## src/rtl/fir_out_stage.sv

```systemverilog
// -----------------------------------------------------------------------------
// fir_out_stage
//
// Output stage that sits after the FIR accumulator in the clk_1mhz domain.
// Each accumulator result is rounded (round-half-up), arithmetically shifted
// down by SHIFT, saturated to OUT_W bits and queued in a small
// first-word-fall-through FIFO that drives a ready/valid consumer.
//
// Pipeline:
//   edge k   : y_in captured and rounded            (stage 1)
//   edge k+1 : shifted and saturated                (stage 2)
//   edge k+2 : written into the FIFO, out_valid set (stage 3)
// The FIR is never stalled. A result that arrives at a full FIFO, with no pop
// in the same cycle, is dropped and recorded in drop_sticky.
//
// Parameters:
//   IN_W   width of the signed accumulator input
//   OUT_W  width of the signed output sample
//   SHIFT  right shift after rounding (0 = no rounding, no shift)
//   DEPTH  FIFO entries, power of two, >= 2
//
// Ports:
//   clk_1mhz     clock, rising edge
//   rst_n        asynchronous active-low reset
//   y_in         signed accumulator result
//   y_valid      one-cycle strobe qualifying y_in
//   out_data     signed sample at the FIFO head (holds last value when empty)
//   out_sat      head sample was clipped
//   out_valid    FIFO not empty
//   out_ready    consumer accepts the head sample
//   level        FIFO occupancy, 0..DEPTH
//   drop_sticky  a sample was lost because the FIFO was full
//   clr_drop     synchronous clear for drop_sticky (and the counters)
//
// Optional feature, macro FIR_OUT_STATS_EN:
//   sat_count    saturating count of pushed entries with sat=1
//   drop_count   saturating count of dropped samples
// -----------------------------------------------------------------------------
module fir_out_stage #(
  parameter int IN_W  = 32,
  parameter int OUT_W = 16,
  parameter int SHIFT = 15,
  parameter int DEPTH = 8
) (
  input  logic                     clk_1mhz,
  input  logic                     rst_n,
  input  logic [IN_W-1:0]          y_in,
  input  logic                     y_valid,
  output logic [OUT_W-1:0]         out_data,
  output logic                     out_sat,
  output logic                     out_valid,
  input  logic                     out_ready,
  output logic [$clog2(DEPTH):0]   level,
  output logic                     drop_sticky,
  input  logic                     clr_drop
`ifdef FIR_OUT_STATS_EN
  ,
  output logic [15:0]              sat_count,
  output logic [15:0]              drop_count
`endif
);

  localparam int AW = $clog2(DEPTH);
  localparam int LW = AW + 1;

  localparam logic [AW-1:0] PTR_ONE  = AW'(1);
  localparam logic [LW-1:0] LVL_ONE  = LW'(1);
  localparam logic [LW-1:0] LVL_FULL = LW'(DEPTH);

  // Saturation bounds expressed at the (IN_W+1)-bit width of the shifted value.
  localparam logic signed [IN_W:0] MAX_S =
    $signed({{(IN_W-OUT_W+2){1'b0}}, {(OUT_W-1){1'b1}}});
  localparam logic signed [IN_W:0] MIN_S =
    $signed({{(IN_W-OUT_W+2){1'b1}}, {(OUT_W-1){1'b0}}});

  localparam logic [OUT_W-1:0] POS_CLIP = {1'b0, {(OUT_W-1){1'b1}}};
  localparam logic [OUT_W-1:0] NEG_CLIP = {1'b1, {(OUT_W-1){1'b0}}};

  // ---------------------------------------------------------------------------
  // Stage 1: round. One extra bit so adding the half-LSB never wraps.
  // ---------------------------------------------------------------------------
  logic [IN_W:0]          rnd_sum;
  logic signed [IN_W:0]   s1_r_reg;
  logic                   s1_valid_reg;

  generate
    if (SHIFT > 0) begin : g_round
      localparam logic [IN_W:0] HALF = {{IN_W{1'b0}}, 1'b1} << (SHIFT - 1);
      assign rnd_sum = {y_in[IN_W-1], y_in} + HALF;
    end else begin : g_no_round
      assign rnd_sum = {y_in[IN_W-1], y_in};
    end
  endgenerate

  always_ff @(posedge clk_1mhz or negedge rst_n) begin
    if (!rst_n) begin
      s1_valid_reg <= 1'b0;
      s1_r_reg     <= '0;
    end else begin
      s1_valid_reg <= y_valid;
      if (y_valid) begin
        s1_r_reg <= $signed(rnd_sum);
      end
    end
  end

  // ---------------------------------------------------------------------------
  // Stage 2: arithmetic shift and saturate.
  // ---------------------------------------------------------------------------
  logic signed [IN_W:0]   shifted;
  logic [OUT_W-1:0]       sat_data;
  logic                   sat_flag;
  logic [OUT_W-1:0]       s2_data_reg;
  logic                   s2_sat_reg;
  logic                   s2_valid_reg;

  assign shifted = s1_r_reg >>> SHIFT;

  always_comb begin
    sat_data = shifted[OUT_W-1:0];
    sat_flag = 1'b0;
    if (shifted > MAX_S) begin
      sat_data = POS_CLIP;
      sat_flag = 1'b1;
    end else if (shifted < MIN_S) begin
      sat_data = NEG_CLIP;
      sat_flag = 1'b1;
    end
  end

  always_ff @(posedge clk_1mhz or negedge rst_n) begin
    if (!rst_n) begin
      s2_valid_reg <= 1'b0;
      s2_data_reg  <= '0;
      s2_sat_reg   <= 1'b0;
    end else begin
      s2_valid_reg <= s1_valid_reg;
      if (s1_valid_reg) begin
        s2_data_reg <= sat_data;
        s2_sat_reg  <= sat_flag;
      end
    end
  end

  // ---------------------------------------------------------------------------
  // Stage 3: FWFT FIFO of {sat, data} entries.
  // ---------------------------------------------------------------------------
  logic [OUT_W:0]         mem [DEPTH];
  logic [AW-1:0]          wr_ptr_reg;
  logic [AW-1:0]          rd_ptr_reg;
  logic [LW-1:0]          count_reg;
  logic [OUT_W:0]         hold_reg;
  logic [OUT_W:0]         head;
  logic                   fifo_full;
  logic                   pop;
  logic                   push_ok;
  logic                   drop;

  assign fifo_full = (count_reg == LVL_FULL);
  assign out_valid = (count_reg != '0);
  assign pop       = out_valid && out_ready;
  // A full FIFO still accepts a push when the head leaves in the same cycle.
  assign push_ok   = s2_valid_reg && (!fifo_full || pop);
  assign drop      = s2_valid_reg && !push_ok;
  assign level     = count_reg;

  // While empty, the outputs replay the last presented head so they never
  // go unknown and never show stale RAM contents.
  assign head     = out_valid ? mem[rd_ptr_reg] : hold_reg;
  assign out_data = head[OUT_W-1:0];
  assign out_sat  = head[OUT_W];

  // Storage carries no reset: it is only observed through count_reg, which is.
  always_ff @(posedge clk_1mhz) begin
    if (push_ok) begin
      mem[wr_ptr_reg] <= {s2_sat_reg, s2_data_reg};
    end
  end

  always_ff @(posedge clk_1mhz or negedge rst_n) begin
    if (!rst_n) begin
      wr_ptr_reg <= '0;
      rd_ptr_reg <= '0;
      count_reg  <= '0;
      hold_reg   <= '0;
    end else begin
      hold_reg <= head;
      // Pointers wrap naturally since DEPTH is a power of two.
      if (push_ok) begin
        wr_ptr_reg <= wr_ptr_reg + PTR_ONE;
      end
      if (pop) begin
        rd_ptr_reg <= rd_ptr_reg + PTR_ONE;
      end
      case ({push_ok, pop})
        2'b10:   count_reg <= count_reg + LVL_ONE;
        2'b01:   count_reg <= count_reg - LVL_ONE;
        default: count_reg <= count_reg;
      endcase
    end
  end

  // A drop in the same cycle as clr_drop leaves the flag set.
  always_ff @(posedge clk_1mhz or negedge rst_n) begin
    if (!rst_n) begin
      drop_sticky <= 1'b0;
    end else if (drop) begin
      drop_sticky <= 1'b1;
    end else if (clr_drop) begin
      drop_sticky <= 1'b0;
    end
  end

`ifdef FIR_OUT_STATS_EN
  // ---------------------------------------------------------------------------
  // Statistics counters: saturate at all-ones, clr_drop beats an increment.
  // ---------------------------------------------------------------------------
  always_ff @(posedge clk_1mhz or negedge rst_n) begin
    if (!rst_n) begin
      sat_count  <= '0;
      drop_count <= '0;
    end else if (clr_drop) begin
      sat_count  <= '0;
      drop_count <= '0;
    end else begin
      if (push_ok && s2_sat_reg && (sat_count != 16'hFFFF)) begin
        sat_count <= sat_count + 16'd1;
      end
      if (drop && (drop_count != 16'hFFFF)) begin
        drop_count <= drop_count + 16'd1;
      end
    end
  end
`endif

endmodule
```

## config.mk

```make
export PLATFORM = sky130hd
export DESIGN_NAME = fir_out_stage
export DESIGN_NICKNAME = d
export VERILOG_FILES = /design/src/rtl/fir_out_stage.sv
export SDC_FILE = /design/constraint.sdc
export NUM_CORES = 1
export LEC_CHECK = 0
export ABC_CLOCK_PERIOD_IN_PS = 4800
export CAP_MARGIN = 20
export CELL_PAD_IN_SITES_DETAIL_PLACEMENT = 1
export CELL_PAD_IN_SITES_GLOBAL_PLACEMENT = 1
export CORE_ASPECT_RATIO = 0.75
export CORE_MARGIN = 10
export CORE_UTILIZATION = 50
export CTS_CLUSTER_DIAMETER = 100
export DETAILED_ROUTE_END_ITERATION = 7
export HOLD_SLACK_MARGIN = 0.03
export PLACE_DENSITY = 0.8
export SYNTH_ARGS = -nofsm -noshare
export SYNTH_HDL_FRONTEND = slang
export SYNTH_SLANG_ARGS = --single-unit
```

## constraint.sdc

```tcl
create_clock -name clk_1mhz -period 4.8 [get_ports clk_1mhz]
set_clock_uncertainty 0.05 [all_clocks]
set_input_delay 0.96 -clock clk_1mhz [delete_from_list [all_inputs] [get_ports clk_1mhz]]
set_output_delay 0.96 -clock clk_1mhz [all_outputs]
set_load 0.02 [all_outputs]
```

# ---- Yosys cells after proc, flatten, opt, wreduce, memory -nomap -nowiden
# Memory sizes are Yosys's and may differ from the RTL's.
# Cells that the tools add are included.
dict set report word_totals {
  n_memories 1
  output_inout_bits 23
  mem_bits_rw 136
  inputBits 37
  ff_bits 80
}
# name depth width rd rd_ports_with_merged_regs wr line_no
set memory_table {}
lappend memory_table {mem 8 17 1 0 1 148} ;# logic [OUT_W:0] mem [DEPTH];
dict set report op_classes {
  add_sub_neg 5
  n_reduce_logical 9
  n_eq_ne 3
  muxes 10
  order_cmp 2
}
# op n
set ops {}
lappend ops {{$add A32 B16 Y33 const B} 1}
lappend ops {{$mux W16} 2}
lappend ops {{$gt A18 B16 Y1 const B} 1}
lappend ops {{$lt A18 B16 Y1 const B} 1}
lappend ops {{$mux W17} 1}
lappend ops {{$pmux W4 S2} 1}
lappend ops {{$add A3 B1 Y3 const B} 2}
lappend ops {{$mux W1} 6}
lappend ops {{$add A4 B1 Y4 const B} 1}
lappend ops {{$eq A4 B4 Y1 const B} 1}
lappend ops {{$reduce_bool A2 Y1} 2}
lappend ops {{$reduce_bool A4 Y1} 1}
lappend ops {{$sub A4 B1 Y4 const B} 1}
lappend ops {{$logic_and A1 B1 Y1} 3}
lappend ops {{$eq A2 B1 Y1 const B} 1}
lappend ops {{$eq A2 B2 Y1 const B} 1}
lappend ops {{$logic_not A1 Y1} 2}
lappend ops {{$logic_or A1 B1 Y1} 1}

# ---- Longest topological paths before layout
dict set report logic_depth {
  depth_word 7
  depth_mapped 9
  depth_no_buf 9
}

# ---- Worst setup path after synthesis
# No wires, ideal clock.
dict set report synth_path {
  kind {input to register}
  startpoint {input port out_ready}
  endpoint {memory mem[1][0] in the netlist's numbering (enable)}
  slack_ps 1641
  path_stages 4
  n_path_buf 0
  arrival_time_ps 2697
  t_required_ps 4338
  path_cell_list {nor2b_1 a21oi_1 nand2_1 nor3_1}
}
dict set report synth_between {
  elab_chain_len 5
}
# element line_no
set synth_lines {}
lappend synth_lines {{start, declared} 52} ;# input logic out_ready,
lappend synth_lines {{$logic_and A1 B1 Y1} 161} ;# assign pop = out_valid && out_ready;
lappend synth_lines {{$logic_or A1 B1 Y1} 163} ;# assign push_ok = s2_valid_reg && (!fifo_full || pop);
lappend synth_lines {{$logic_and A1 B1 Y1} 163}
lappend synth_lines {{$mux W1} 175} ;# if (push_ok) begin
lappend synth_lines {{$mux W1 (implied by the code)} 176} ;# mem[wr_ptr_reg] <= {s2_sat_reg, s2_data_reg};
lappend synth_lines {{end, declared} 148}
# Every way passes these cells.

# ---- Worst setup path in the final report
dict set report layout_path {
  startpoint {register rd_ptr_reg[1]}
  endpoint {output port out_data[6]}
}
dict set report layout_between {
  elab_chain_len 2
}
# element line_no
set layout_lines {}
lappend layout_lines {{start, declared} 150} ;# logic [AW-1:0] rd_ptr_reg;
lappend layout_lines {{start signal, assigned} 193} ;# rd_ptr_reg <= rd_ptr_reg + PTR_ONE;
lappend layout_lines {{$mem_v2 Z8 W17} -}
lappend layout_lines {{$mux W17} 169} ;# assign head = out_valid ? mem[rd_ptr_reg] : hold_reg;
lappend layout_lines {{end, declared} 49} ;# output logic [OUT_W-1:0] out_data,
# Every way passes these cells.

==> impl_metrics.tcl <==
set metrics [dict create \
    internal_power_mw 4.111 \
    layout-drive-gt1-share_pct 20.19 \
    wire_per_inst_um 21.87 \
    overflow 0 \
    gp_congestion 0.7833 \
    nFillCells 1502 \
    cellLeakagePower_nw 3.439 \
    synthCells 550 \
    hp-class "input port to async pin" \
    worstMarginPinSlew_ns 1.096 \
    synth_nets 593 \
    ys_ff_latch 201 \
    drt_pass1_iterations 4 \
    drc 0 \
    num_vias 4723 \
    cts_hold_buf 0 \
    die_h_um 132.1 \
    setup_viol 0 \
    antenna_found_initial 0 \
    synth.yosys.seq_area_share_pct 68.20 \
    power-per-cell-area_nw_per_um2 616.6 \
    p_comb_share_pct 31.0 \
    cts_sinks 201 \
    r2r_setup_slack_ns 1.86 \
    final_common_cell "edfxtp_1" \
    synth.lib_cells_used.distinct 40 \
    final_nets 648 \
    area_growth_pct 17.07 \
    r2r_cells 10 \
    fin_tns_setup_ns 0 \
    pwr-share-seq_pct 42.8 \
    relSlewSlack_pct 26.93 \
    place_ws_ns 1.140 \
    die_w_um 169.4 \
    slew_viol_final 0 \
    grt_pass1_vias 5201 \
    io_buffers 45 \
    p_sw_mw 1.933 \
    clockRootBuffer "clkbuf_16" \
    rsz0062_at_grt "no" \
    power_mw 6.044 \
    synth-async-reset-ratio_pct 32.34 \
    outcome "finished clean" \
    drt_first_iter_violations 320 \
    dpl.hpwl_um 11790 \
    path_clk_slew_ns 0.06 \
    yosysWarnings 0 \
    cts_resized 0 \
    worst-path-max-fanout 22 \
    h-tree-depth 1 \
    core_area_um2 16220 \
    viasPerCell 5.697 \
    crit_type "flip-flop to primary output" \
    rows 40 \
    final_cell_mix "edfxtp_1, dfrtp_1, a21oi_1" \
    regToRegEndpoint "level[3]$_DFFE_PN0P_" \
    dieArea_um2 22380 \
    final.period_utilization_pct 86.26 \
    boundaryPins 60 \
    fin_crit_ns 4.140 \
    multiInputGateArea_um2 2512 \
    regArea_um2 5712 \
    cts_buffer_depth 3 \
    clock_latency_ns 0.48 \
    post_cts_buffers 0 \
    start_util_pct 51.64 \
    final-hold-violation-count 0 \
    grt_pass1_wl_um 29350 \
    diodes 0 \
    final_util_pct 60.45 \
    synth_ff_type "edfxtp_1" \
    postSynthAreaPerCell_um2 15.22 \
    grt_max_degree 42 \
    r2r_start "level[3]$_DFFE_PN0P_" \
    start_kind "flip-flop" \
    critPathRequiredTime_ns 3.79 \
    largest_reg_flops 136 \
    power_frac_clock_pct 26.2 \
    routed_wl_um 18130 \
    crit_path_end_kind "primary output" \
    synth_edf_count 136 \
    fmax_mhz 241.5 \
    worstPathArrival_ns 3.13 \
    swShare_pct 31.99 \
    grt_usage_pct 16.47 \
    maxCapViolCount 0 \
    setup_slack_ns 0.6597 \
    max-vdd-ir-drop_v 0.0003301 \
    antenna_left 0 \
    cts_tree "built" \
    cts_buffers 21 \
    netlist_area_um2 8373 \
]
-- cells in the mapped netlist, drive strengths merged, types with 2 or more instances --
cell / n / area [µm²]
mux2: 20 / 225.2
mux2i: 18 / 180.2
edfxtp: 136 / 4084
or4: 2 / 18.77
a21oi: 46 / 230.2
nand4: 5 / 46.29
nand2b: 3 / 18.77
xor2: 5 / 43.79
o22ai: 2 / 12.51
nor3: 6 / 30.03
ha: 5 / 62.56
a31oi: 6 / 37.54
o21ai: 27 / 135.1
nor4: 3 / 33.78
inv: 12 / 45.04
nand3: 9 / 45.04
xnor2: 13 / 113.9
or2: 15 / 93.84
dfrtp: 65 / 1627
nor2b: 2 / 12.51
or3: 5 / 31.28
nand2: 45 / 168.9
clkbuf: 19 / 71.32
mux4: 34 / 765.7
buf: 10 / 43.79
nor2: 27 / 101.4
-- power groups by stage --
| stage | Combinational [mW] | Sequential (mW) | Clock, mW |
|---|---|---|---|
| 2_1_floorplan | 1.23 | 2.46 | 0 |
| 3_3_place_gp | 1.79 | 2.56 | 0 |
| 3_5_place_dp | 1.88 | 2.62 | 0 |
| 4_1_cts | 1.90 | 2.59 | 1.62 |
| 5_1_grt | 2.04 | 2.64 | 1.69 |
| 6_report | 1.87 | 2.59 | 1.58 |
-- cell families (layout without fill, tap and decap cells) --
logic type	Yosys count	in the layout	share of synthesized area [%]
XOR/XNOR	18	18	1.883
flip-flops	201	201	68.20
AO/OA/AOI/OAI	87	87	5.574
multiplexers	72	72	13.99
buffers and inverters	41	110	1.913
adder cells (fa/ha/maj)	6	6	0.9863
AND/OR/NAND/NOR	125	125	7.457
-- stage by stage --
step	hold slack [ns]	std cells	cell area (µm²)
2_1_floorplan	0.3019	550	8373
3_5_place_dp	0.4294	791	9090
6_report	0.4259	829	9802
4_1_cts	0.4318	828	9774
3_3_place_gp	0.4215	791	9090
5_1_grt	0.4612	829	9802
-- cell type report --
class / instances / share of cell area (%)
Inverter: 12 / 0.4595
Clock buffer: 27 / 5.795
Clock inverter: 10 / 1.187
Multi-Input combinational cell: 308 / 25.63
Sequential cell: 201 / 58.27
Timing Repair Buffer: 61 / 5.974
Tap cell: 210 / 2.681
-- worst max path at each step --
stage,start,to,slack (ns)
after detailed placement,rd_ptr_reg[1]$_DFFE_PN0N_,out_data[6],1.14
after global placement,rd_ptr_reg[1]$_DFFE_PN0N_,out_data[9],1.24
after floorplan,out_ready,mem[1][0]$_DFFE_PP_,1.64
after global routing,rd_ptr_reg[1]$_DFFE_PN0N_,out_data[7],0.54
final,rd_ptr_reg[1]$_DFFE_PN0N_,out_data[6],0.66
after CTS,rd_ptr_reg[1]$_DFFE_PN0N_,out_data[6],0.65
-- critical path, stage by stage, from the launching register on --
cell and delay [ns]:
dfrtp_1 1.06, buf_4 0.32, mux4_2 0.32, mux2i_1 0.21
o21ai_0 0.15, clkdlybuf4s50_1 0.57
-- routing by layer --
metal	up-vias	track usage [%]	wire, µm
met4	0	4.019	308
met3	25	3.099	1051
met2	119	27.16	8911
li1	2179	-	-
met1	2400	21.98	7856
met5	-	0	0
(Power assumes the default switching activity.)
